--- src/rtl/seq_frame_tx.sv ---
// Serial frame transmitter: sends a sync pattern then a latched payload MSB-first,
// one bit per clock, followed by a forced-low gap before accepting the next frame.
module seq_frame_tx #(
  parameter int               DATA_W  = 8,
  parameter int               PAT_W   = 5,
  parameter logic [PAT_W-1:0] PATTERN = 5'b11011,
  parameter int               GAP_CYC = 2
) (
  input  logic              clk,
  input  logic              rst,
  input  logic              start,
  input  logic [DATA_W-1:0] data_in,
  output logic              ready,
  output logic              out,
  output logic              out_valid,
  output logic              done
);

  localparam int MAX_PD  = (PAT_W > DATA_W) ? PAT_W : DATA_W;
  localparam int MAX_ALL = (MAX_PD > GAP_CYC) ? MAX_PD : GAP_CYC;
  localparam int CNT_W   = $clog2(MAX_ALL + 1);

  localparam logic [CNT_W-1:0] PAT_LAST = CNT_W'(PAT_W - 1);
  localparam logic [CNT_W-1:0] DAT_LAST = CNT_W'(DATA_W - 1);
  localparam logic [CNT_W-1:0] DAT_PEN  = CNT_W'((DATA_W > 1) ? DATA_W - 2 : 0);
  localparam logic [CNT_W-1:0] GAP_LAST = CNT_W'((GAP_CYC > 0) ? GAP_CYC - 1 : 0);
  localparam logic [CNT_W-1:0] CNT_ONE  = CNT_W'(1);

  typedef enum logic [1:0] {
    IDLE = 2'd0,
    SYNC = 2'd1,
    DATA = 2'd2,
    GAP  = 2'd3
  } state_t;

  state_t            state_q, state_d;
  logic [CNT_W-1:0]  cnt_q, cnt_d;
  logic [PAT_W-1:0]  pat_q, pat_d;
  logic [DATA_W-1:0] dat_q, dat_d;
  logic              bit_p0, bit_d;
  logic              vld_p0, vld_d;
  logic              done_p0, done_d;
  logic              rdy_p0, rdy_d;

  // Next-state and next-output logic; outputs are computed one cycle ahead
  // so every port comes straight from a flop.
  always_comb begin
    state_d = state_q;
    cnt_d   = cnt_q;
    pat_d   = pat_q;
    dat_d   = dat_q;
    bit_d   = 1'b0;
    vld_d   = 1'b0;
    done_d  = 1'b0;
    rdy_d   = 1'b0;

    unique case (state_q)
      IDLE: begin
        if (start) begin
          state_d = SYNC;
          cnt_d   = '0;
          pat_d   = PATTERN << 1;
          dat_d   = data_in;
          bit_d   = PATTERN[PAT_W-1];
          vld_d   = 1'b1;
        end else begin
          rdy_d   = 1'b1;
        end
      end

      SYNC: begin
        vld_d = 1'b1;
        if (cnt_q == PAT_LAST) begin
          state_d = DATA;
          cnt_d   = '0;
          bit_d   = dat_q[DATA_W-1];
          dat_d   = dat_q << 1;
          done_d  = (DATA_W == 1);
        end else begin
          cnt_d   = cnt_q + CNT_ONE;
          bit_d   = pat_q[PAT_W-1];
          pat_d   = pat_q << 1;
        end
      end

      DATA: begin
        if (cnt_q == DAT_LAST) begin
          cnt_d = '0;
          if (GAP_CYC > 0) begin
            state_d = GAP;
          end else begin
            state_d = IDLE;
            rdy_d   = 1'b1;
          end
        end else begin
          cnt_d  = cnt_q + CNT_ONE;
          bit_d  = dat_q[DATA_W-1];
          dat_d  = dat_q << 1;
          vld_d  = 1'b1;
          done_d = (cnt_q == DAT_PEN);
        end
      end

      GAP: begin
        if (cnt_q == GAP_LAST) begin
          state_d = IDLE;
          cnt_d   = '0;
          rdy_d   = 1'b1;
        end else begin
          cnt_d   = cnt_q + CNT_ONE;
        end
      end

      default: begin
        state_d = IDLE;
        cnt_d   = '0;
        rdy_d   = 1'b1;
      end
    endcase
  end

  // Stage p0: state, shifters and registered outputs
  always_ff @(posedge clk or negedge rst) begin
    if (!rst) begin
      state_q <= IDLE;
      cnt_q   <= '0;
      pat_q   <= '0;
      dat_q   <= '0;
      bit_p0  <= 1'b0;
      vld_p0  <= 1'b0;
      done_p0 <= 1'b0;
      rdy_p0  <= 1'b1;
    end else begin
      state_q <= state_d;
      cnt_q   <= cnt_d;
      pat_q   <= pat_d;
      dat_q   <= dat_d;
      bit_p0  <= bit_d;
      vld_p0  <= vld_d;
      done_p0 <= done_d;
      rdy_p0  <= rdy_d;
    end
  end

  assign out       = bit_p0;
  assign out_valid = vld_p0;
  assign done      = done_p0;
  assign ready     = rdy_p0;

endmodule

--- config.mk ---
export PLATFORM = sky130hd
export DESIGN_NAME = seq_frame_tx
export DESIGN_NICKNAME = d
export VERILOG_FILES = /design/src/rtl/seq_frame_tx.sv
export SDC_FILE = /design/constraint.sdc
export NUM_CORES = 1
export LEC_CHECK = 0
export ABC_AREA = 1
export BUFFER_PORTS_ARGS = -buffer_cell sky130_fd_sc_hd__buf_2
export CAP_MARGIN = 20
export CORE_AREA = 2 2 57 59
export CTS_CLUSTER_DIAMETER = 120
export DETAILED_ROUTE_END_ITERATION = 7
export DIE_AREA = 0 0 59 61
export SETUP_SLACK_MARGIN = 0.5
export SYNTH_ARGS = -nofsm -noshare
export SYNTH_HDL_FRONTEND = slang
export SYNTH_SLANG_ARGS = --single-unit
--- constraint.sdc ---
create_clock -name clk -period 1.9 [get_ports clk]
set_input_delay 0.38 -clock clk [delete_from_list [all_inputs] [get_ports clk]]
set_output_delay 0.38 -clock clk [all_outputs]
set_load 0.01 [all_outputs]
# Yosys cells after proc, flatten, opt, wreduce, memory -nomap -nowiden
# Cells that the tools add are included.
# word_totals
register_bits,23
elab_cells,56
# op_classes
eq_ne,13
muxes,28
n_reduce_logical,6
n_addsub,1
# op_table
cell,count
$mux W8,3
$pmux W8 S3,1
$mux W4,4
$pmux W4 S4,1
$eq A4 B3 Y1 const B,3
$ne A2 B2 Y1 const B,6
$mux W5,2
$pmux W5 S2,1
$mux W1,8
$mux W2,4
$pmux W2 S4,1
$reduce_and A4 Y1,2
$pmux W1 S3,2
$add A4 B1 Y4 const B,1
$eq A2 B2 Y1 const B,2
$eq A4 B1 Y1 const B,1
$reduce_and A3 Y1,1
$reduce_bool A3 Y1,1
$eq A2 B1 Y1 const B,1
$logic_not A2 Y1,1
$pmux W1 S2,1
$reduce_bool A2 Y1,1

# Longest topological paths before layout
# Gate-level depths: netlist of run 1.
# logic_depth
depth_word,3
depth_mapped,10
depth_no_buf,9

# Worst setup path after synthesis of run 1
# No wires, ideal clock.
# synth_path
kind,reg-to-reg
from,reg state_q[0]
to,reg dat_q[1]
stages_incl_launch_ff,6
period_less_slack_ps,1570
arrival_ps,1448
n_path_buf,1
slack_ps,330
path_cell_list,dfrtp_1 > inv_1 > ha_1 > clkbuf_1 > mux2i_1 > o21ai_2
# synth_between
elab_chain_cells,3
elab_cells_between_ends,9
classes_between,5 x eq/ne; 1 x mux; 3 x reduce/logical
# synth_rtl
item,line_no,rtl
"start, declared",36,"state_t state_q, state_d;"
"start signal, assigned",134,state_q <= state_d;
$eq A2 B2 Y1 (tied with other cells),57,unique case (state_q)
$ne A2 B2 Y1 (no source line) or $reduce_bool A3 Y1 (tied branches),--,
$reduce_and A4 Y1 (no source line),--,
"end signal, assigned",137,dat_q <= dat_d;
"end, declared",39,"logic [DATA_W-1:0] dat_q, dat_d;"
# Parallel ways exist; a longest one is shown, timed or not.
# A chain may end at the register's enable or synchronous reset.

# Worst setup path in the final report of run 1
# layout_path
from,reg state_q[0]
to,reg dat_q[3]
# The elaborated chain is that of the path after synthesis.

==> impl_metrics.env, run 1 <==
export IMPL_die_y_um=61
export IMPL_instances_no_fill=196
export IMPL_grt_max_degree=23
export IMPL_clk_pin_slew_ns=0.13
export IMPL_synthAdderAreaFrac_pct=10.2
export IMPL_cts_buffers=3
export IMPL_worst_path_dominant_cell_family="simple AND/OR/NAND/NOR gates"
export IMPL_synth_seq_cells=22
export IMPL_synth_top_family_by_area="simple AND/OR/NAND/NOR gates"
export IMPL_period_needed_ns=1.49
export IMPL_wl_per_cell_um=14.1
export IMPL_placed_cells_incl_taps=175
export IMPL_r2r_slack_ns=0.41
export IMPL_cpPeakStageDelay_ns=0.43
export IMPL_synthSimpleGateAreaFrac_pct=19.2
export IMPL_layout_setup_ws_ns=0.407
export IMPL_critPathBufInv=2
export IMPL_root_buffer="clkbuf_4"
export IMPL_cap_violations=0
export IMPL_status="complete, no violations"
export IMPL_synth_mux_area_share_pct=5.71
export IMPL_cts_tree="yes"
export IMPL_final_max_slew_violation_count=0
export IMPL_power_leakage_nw=0.779
export IMPL_placementRows=20
export IMPL_end_kind="flip-flop"
export IMPL_hold_class="in -> async"
export IMPL_fmax_mhz=670
export IMPL_grt_setup_unrepaired="true"
export IMPL_worstPathCellList="inv_2 > ha_4 > nand2_4 > nand2_8 > inv_6 > nor2_4 > nand3_4 > nand2_2 > o21ai_2"
export IMPL_numClockSinks=22
export IMPL_layout_worst_path_cycle_share_pct=78.6
export IMPL_drive_gt1_share_pct=46.6
export IMPL_drc=0
export IMPL_syn2layout_area_growth_pct=32.9
export IMPL_dieArea_mm2=0.00360
export IMPL_use_met3_pct=2.56
export IMPL_first_pass_iters=5
export IMPL_final_cell_mix="21 x dfrtp_1, 14 x buf_2, 14 x buf_4, 13 x nand2_2, 12 x nand2_1"
export IMPL_slowest_stage="dfrtp_1"
export IMPL_critPathArrivalTime_ns=1.72
export IMPL_first_global_vias=1029
export IMPL_final_common_cell="dfrtp_1"
export IMPL_worst_pin_slew_ns=0.492
export IMPL_post_dp_cell_area_mm2=0.00134
export IMPL_ir_drop_mv=0.905
export IMPL_gp_congestion=0.856
export IMPL_hold_viol=0
export IMPL_worstSkewPairLatency_ns=0.32
export IMPL_setup_viol=0
export IMPL_n_antenna_cell=0
export IMPL_fin_setup_tns_ns=0
export IMPL_initial_core_util_pct=41.5
export IMPL_power_w=0.00307
export IMPL_synth_compound_area_share_pct=14.0
export IMPL_crit_fanout=8
export IMPL_power_density_mw_per_mm2=1890
export IMPL_max_slew_margin_rel_pct=67.2
export IMPL_startpoint_type="flip-flop"
export IMPL_path_class="reg -> reg"
export IMPL_antenna_found_initial=0
export IMPL_wirelength_mm=2.77
export IMPL_syn_num_nets=152
export IMPL_synth_cell_type_count=23
export IMPL_port_buffers=14
export IMPL_ys_seq_area_share_pct=45.0
export IMPL_place_ws_ns=0.275
export IMPL_num_vias=1026
export IMPL_grt_pass1_wl_mm=4.63
export IMPL_ant_nets=0
export IMPL_yosys_area_share_xor_xnor_pct=0.714
export IMPL_syn_avg_cell_area_um2=9.36
export IMPL_skew_ns=0.00360
export IMPL_synthesis_area_mm2=0.00123
export IMPL_grt_overflow=0
export IMPL_dieWidth_um=59
export IMPL_hpwl_mm=1.72
export IMPL_num_nets_final=185
export IMPL_cts_htree_levels=1
export IMPL_pin_count=15
export IMPL_vias_per_cell=5.23
export IMPL_core_mm2=0.00295
export IMPL_fin_area_mm2=0.00163
export IMPL_grtUsageTotal_pct=17.3
export IMPL_gr_usage_met1_pct=20.9
export IMPL_clockBufferDepth=2
export IMPL_drt_initial_drc_count=21
export IMPL_cp_data_required_time_ns=2.13
export IMPL_grt_use_met2_pct=31.1
export IMPL_busiest_layer="met2"
export IMPL_yosysWarnings=0
export IMPL_syn_inst=131
-- final timing paths --
path,start,endpoint,cells past startpoint
max,state_q[0],dat_q[3],9
min,rst,pat_q[4],1
max reg2reg,state_q[0],dat_q[3],9
min reg2reg,dat_q[3],dat_q[3],2
max in group asynchronous,rst,ready,1
min in group clk,data_in[0],dat_q[0],3
-- logic make-up (layout without fill, tap and decap cells) --
group | count (synthesis) | in the layout
AOI/OAI and AO/OA | 27 | 27
xor gates and xnor gates | 1 | 1
adders and majority gates | 10 | 10
buffers and inverters | 14 | 45
DFF | 22 | 22
muxes | 7 | 7
and+or+nand+nor | 50 | 51
-- cells in the mapped netlist (all sizes together) --
library cell | number | area share [%]
a21oi | 5 | 2.0
a31oi | 1 | 0.51
buf | 2 | 1.5
clkbuf | 1 | 0.31
dfrtp | 21 | 43
dfstp | 1 | 2.1
ha | 10 | 10
inv | 11 | 3.4
mux2i | 7 | 5.7
nand2 | 28 | 9.2
nand3 | 10 | 5.1
nand4 | 3 | 1.5
nor2 | 9 | 3.4
o21ai | 19 | 10
o21bai | 1 | 0.61
o31ai | 1 | 0.61
xor2 | 1 | 0.71
-- metrics by stage --
stage                     util [%]  hold slack (ns)
after floorplan                  -           0.0844
after global placement        45.5            0.373
after detailed placement      45.5            0.376
after CTS                     53.7           0.0217
after global routing          55.2           0.0255
final                         55.2         0.000149
-- where the power goes --
group          leakage, nW  switching [W]  total, W  internal, W
registers            0.278       0.000117  0.000784     0.000668
clock network       0.0279       0.000158  0.000371     0.000213
logic                0.473        0.00107   0.00192     0.000844
total                0.779        0.00135   0.00307      0.00173
-- cell type report --
cell class                      instances  area [µm²]
Clock buffer                            3        22.5
Multi-Input combinational cell         96         739
Clock inverter                          1        30.0
Sequential cell                        22         552
Timing Repair Buffer                   30         198
Tap cell                               33        41.3
Fill cell                             261        1320
Inverter                               11        46.3
-- layer usage --
| metal | vias to the layer above | routed length [µm] |
|---|---|---|
| met5 | - | 0 |
| met4 | 0 | 29 |
| met3 | 6 | 90 |
| met2 | 23 | 1510 |
| met1 | 493 | 1140 |
| li1 | 504 | - |
-- timing repair --
item | in CTS | in global routing
gates cloned | 1 | 0
endpoints found under the setup margin | 16 | 19
hold buffers | 0 | 0
buffers inserted | 13 | 3
pin swaps | 4 | 7
resized for setup | 25 | 10
-- flip-flops by register name, indices dropped and copies added (netlist names) --
register	flops
cnt_q	4
out	1
dat_q	8
ready	1
done	1
out_valid	1
pat_q	4
state_q	2
Note: power is estimated with default switching activity, not from simulation.
==> run 2, diff against run 1 <==
--- a/config.mk
+++ b/config.mk
@@ -5,13 +5,13 @@
 export SDC_FILE = /design/constraint.sdc
 export NUM_CORES = 1
 export LEC_CHECK = 0
-export ABC_AREA = 1
+export ABC_AREA = 0
 export BUFFER_PORTS_ARGS = -buffer_cell sky130_fd_sc_hd__buf_2
 export CAP_MARGIN = 20
-export CORE_AREA = 2 2 57 59
+export CORE_AREA = 2 2 58 60
 export CTS_CLUSTER_DIAMETER = 120
 export DETAILED_ROUTE_END_ITERATION = 7
-export DIE_AREA = 0 0 59 61
+export DIE_AREA = 0 0 60 62
 export SETUP_SLACK_MARGIN = 0.5
 export SYNTH_ARGS = -nofsm -noshare
 export SYNTH_HDL_FRONTEND = slang
==> constraint.sdc (replaced) <==
create_clock -name clk -period 1.5 [get_ports clk]
set_input_delay 0.3 -clock clk [delete_from_list [all_inputs] [get_ports clk]]
set_output_delay 0.3 -clock clk [all_outputs]
set_load 0.01 [all_outputs]
==> impl_metrics.env, run 2 <==
export IMPL_drc=0
export IMPL_fmax_mhz=570
export IMPL_synth_seq_cells=22
export IMPL_period_needed_ns=1.75
export IMPL_root_buffer="clkbuf_4"
export IMPL_fillers=256
export IMPL_power_density_mw_per_mm2=2340
export IMPL_startpoint="state_q[1]"
export IMPL_max_slew_margin_rel_pct=66.8
export IMPL_violations="setup timing"
export IMPL_ys_seq_area_share_pct=43.9
export IMPL_core_mm2=0.00318
export IMPL_ir_drop_mv=1.02
export IMPL_first_global_vias=953
export IMPL_synth_edf_count=0
export IMPL_final_max_slew_violation_count=0
export IMPL_skew_ns=0.00657
export IMPL_multi_input_area_um2=815
export IMPL_ant_nets=0
export IMPL_r2r_end="state_q[1]"
export IMPL_largest_register="dat_q"
export IMPL_grtUsageTotal_pct=15.3
export IMPL_hpwl_mm=1.90
export IMPL_layout_setup_ws_ns=-0.255
export IMPL_drive_gt1_share_pct=52.7
export IMPL_worstSkewPairLatency_ns=0.32
export IMPL_critPathArrivalTime_ns=1.97
export IMPL_final_cell_mix="23 x buf_4, 19 x dfrtp_1, 13 x nor2_1, 13 x buf_2"
export IMPL_cts_buffers=3
export IMPL_synth_cell_type_count=34
export IMPL_die_y_um=62
export IMPL_synth_top_area_cell="dfrtp_1"
export IMPL_layout_worst_path_cycle_share_pct=117
export IMPL_gp_congestion=0.863
export IMPL_cts_htree_levels=1
export IMPL_r2r_slack_ns=-0.25
export IMPL_dieWidth_um=60
export IMPL_grt_pass1_wl_mm=4.20
export IMPL_register_area_um2=554
export IMPL_r2r_start="state_q[1]"
export IMPL_worst_pin_slew_ns=0.499
export IMPL_cp_data_required_time_ns=1.71
export IMPL_drt_initial_drc_count=40
export IMPL_end_kind="flip-flop"
export IMPL_synth_top_area_share_pct=41.8
export IMPL_async_reset_ff_share_pct=100
export IMPL_syn_avg_cell_area_um2=10.3
export IMPL_syn2layout_area_growth_pct=50.2
export IMPL_reg_top3="dat_q: 8 flops, cnt_q: 4 flops, pat_q: 4 flops"
export IMPL_hold_viol=0
export IMPL_syn_num_nets=143
export IMPL_setup_viol=17
export IMPL_num_nets_final=189
export IMPL_first_pass_iters=4
export IMPL_grt_max_degree=23
export IMPL_n_antenna_cell=0
export IMPL_hold_class="in -> reg"
export IMPL_dieArea_mm2=0.00372
export IMPL_placementRows=21
export IMPL_cts_tree="yes"
export IMPL_synth_most_common_cell="dfrtp_1"
export IMPL_yosysWarnings=0
export IMPL_largest_reg_flops=8
export IMPL_numClockSinks=22
export IMPL_antenna_found_initial=0
export IMPL_synthTopCellsByCount="21 x dfrtp_1, 15 x nor2_1, 10 x ha_1, 9 x a21oi_1, 9 x inv_1"
export IMPL_wl_per_cell_um=12.9
export IMPL_clk_pin_slew_ns=0.14
export IMPL_grt_overflow=0
export IMPL_cap_violations=0
export IMPL_pin_count=15
export IMPL_synth_ff_type="dfrtp_1"
export IMPL_num_vias=1061
export IMPL_fin_setup_tns_ns=-3.07
export IMPL_vias_per_cell=4.98
export IMPL_final_common_cell="buf_4"
export IMPL_status="finished, violations left"
export IMPL_power_w=0.00442
export IMPL_syn_inst=122
export IMPL_port_buffers=14
export IMPL_synthesis_area_mm2=0.00126
export IMPL_grt_setup_unrepaired="true"
export IMPL_endpoint="state_q[1]"
export IMPL_synth_area_leaders="dfrtp_1 42%, ha_1 10%, mux2i_1 6.4%"
export IMPL_initial_core_util_pct=39.5
export IMPL_rr_worst_depth=6
export IMPL_clockBufferDepth=2
export IMPL_wirelength_mm=2.76
export IMPL_startpoint_type="flip-flop"
export IMPL_place_ws_ns=-0.245
export IMPL_power_leakage_nw=0.843
export IMPL_final_util_pct=59.3
export IMPL_crit_fanout=4
export IMPL_path_class="reg -> reg"
## run 2: changes by cell type after synthesis, sizes merged, moves of 3 or more
| cell | before | now |
|---|---|---|
| nand2 | 28 | 8 |
| o21ai | 19 | 3 |
| nand3 | 10 | 2 |
| a21oi | 5 | 11 |
| nor2 | 9 | 15 |
| nor3 | 0 | 4 |
| buf | 2 | 5 |
| mux2 | 0 | 3 |
| nand4 | 3 | 0 |
## run 2: cell type report
class | instances | area share (%)
Multi-Input combinational cell | 86 | 43.2
Clock buffer | 3 | 1.19
Clock inverter | 1 | 1.59
Timing Repair Buffer | 46 | 19.7
Tap cell | 46 | 3.05
Sequential cell | 22 | 29.4
Inverter | 9 | 1.92
## run 2: how the worst min path moves through the flow
stage,start,depth (start not counted),end,slack [ns]
after floorplan,rst,0,cnt_q[0],0.004
after global placement,rst,1,cnt_q[0],0.29
after detailed placement,rst,1,done,0.30
after CTS,data_in[0],3,dat_q[0],0.20
after global routing,data_in[0],3,dat_q[0],0.22
final,data_in[0],3,dat_q[0],0.20
## run 2: critical path, cell delays in order, from the launching register on
cell,delay [ns]
dfrtp_1,0.45
inv_2,0.09
ha_4,0.18
nor4b_4,0.27
a311oi_4,0.09
nor3_2,0.25
mux2_4,0.32
## run 2: cell families after synthesis
logic type               synth area share (%)
multiplexers                             9.06
flip-flops                               43.9
AO/OA/AOI/OAI                            14.6
adder cells (fa/ha/maj)                  9.96
AND/OR/NAND/NOR                          17.1
buffers and inverters                    5.28
## run 2: per-stage QoR
step	instance area, µm²	instances	hold slack, ns
2_1_floorplan	1350	122	0.00441
3_3_place_gp	1620	200	0.294
3_5_place_dp	1620	200	0.300
4_1_cts	1760	206	0.203
5_1_grt	1890	213	0.222
6_report	1890	213	0.205
## run 2: report_power, final
part / internal [W] / switching, W / leakage (nW)
registers: 0.000852 / 0.000167 / 0.260
clock network: 0.000270 / 0.000198 / 0.0279
logic: 0.00163 / 0.00130 / 0.555
## run 2: layer usage
metal	up-vias	track usage [%]	wire length, µm
met5	-	0	0
met4	0	6.67	44
met3	4	2.48	98
met2	31	26.7	1390
met1	511	18.7	1220
li1	515	-	-
## run 2: repair_timing
action / 4_1_cts / 5_1_grt
cloned: 0 / 1
pin swaps: 7 / 4
resized for setup: 14 / 14
buffers inserted: 1 / 6
setup endpoints to repair: 26 / 26
hold buffers: 1 / 0
endpoints found under the hold margin: 21 / 0
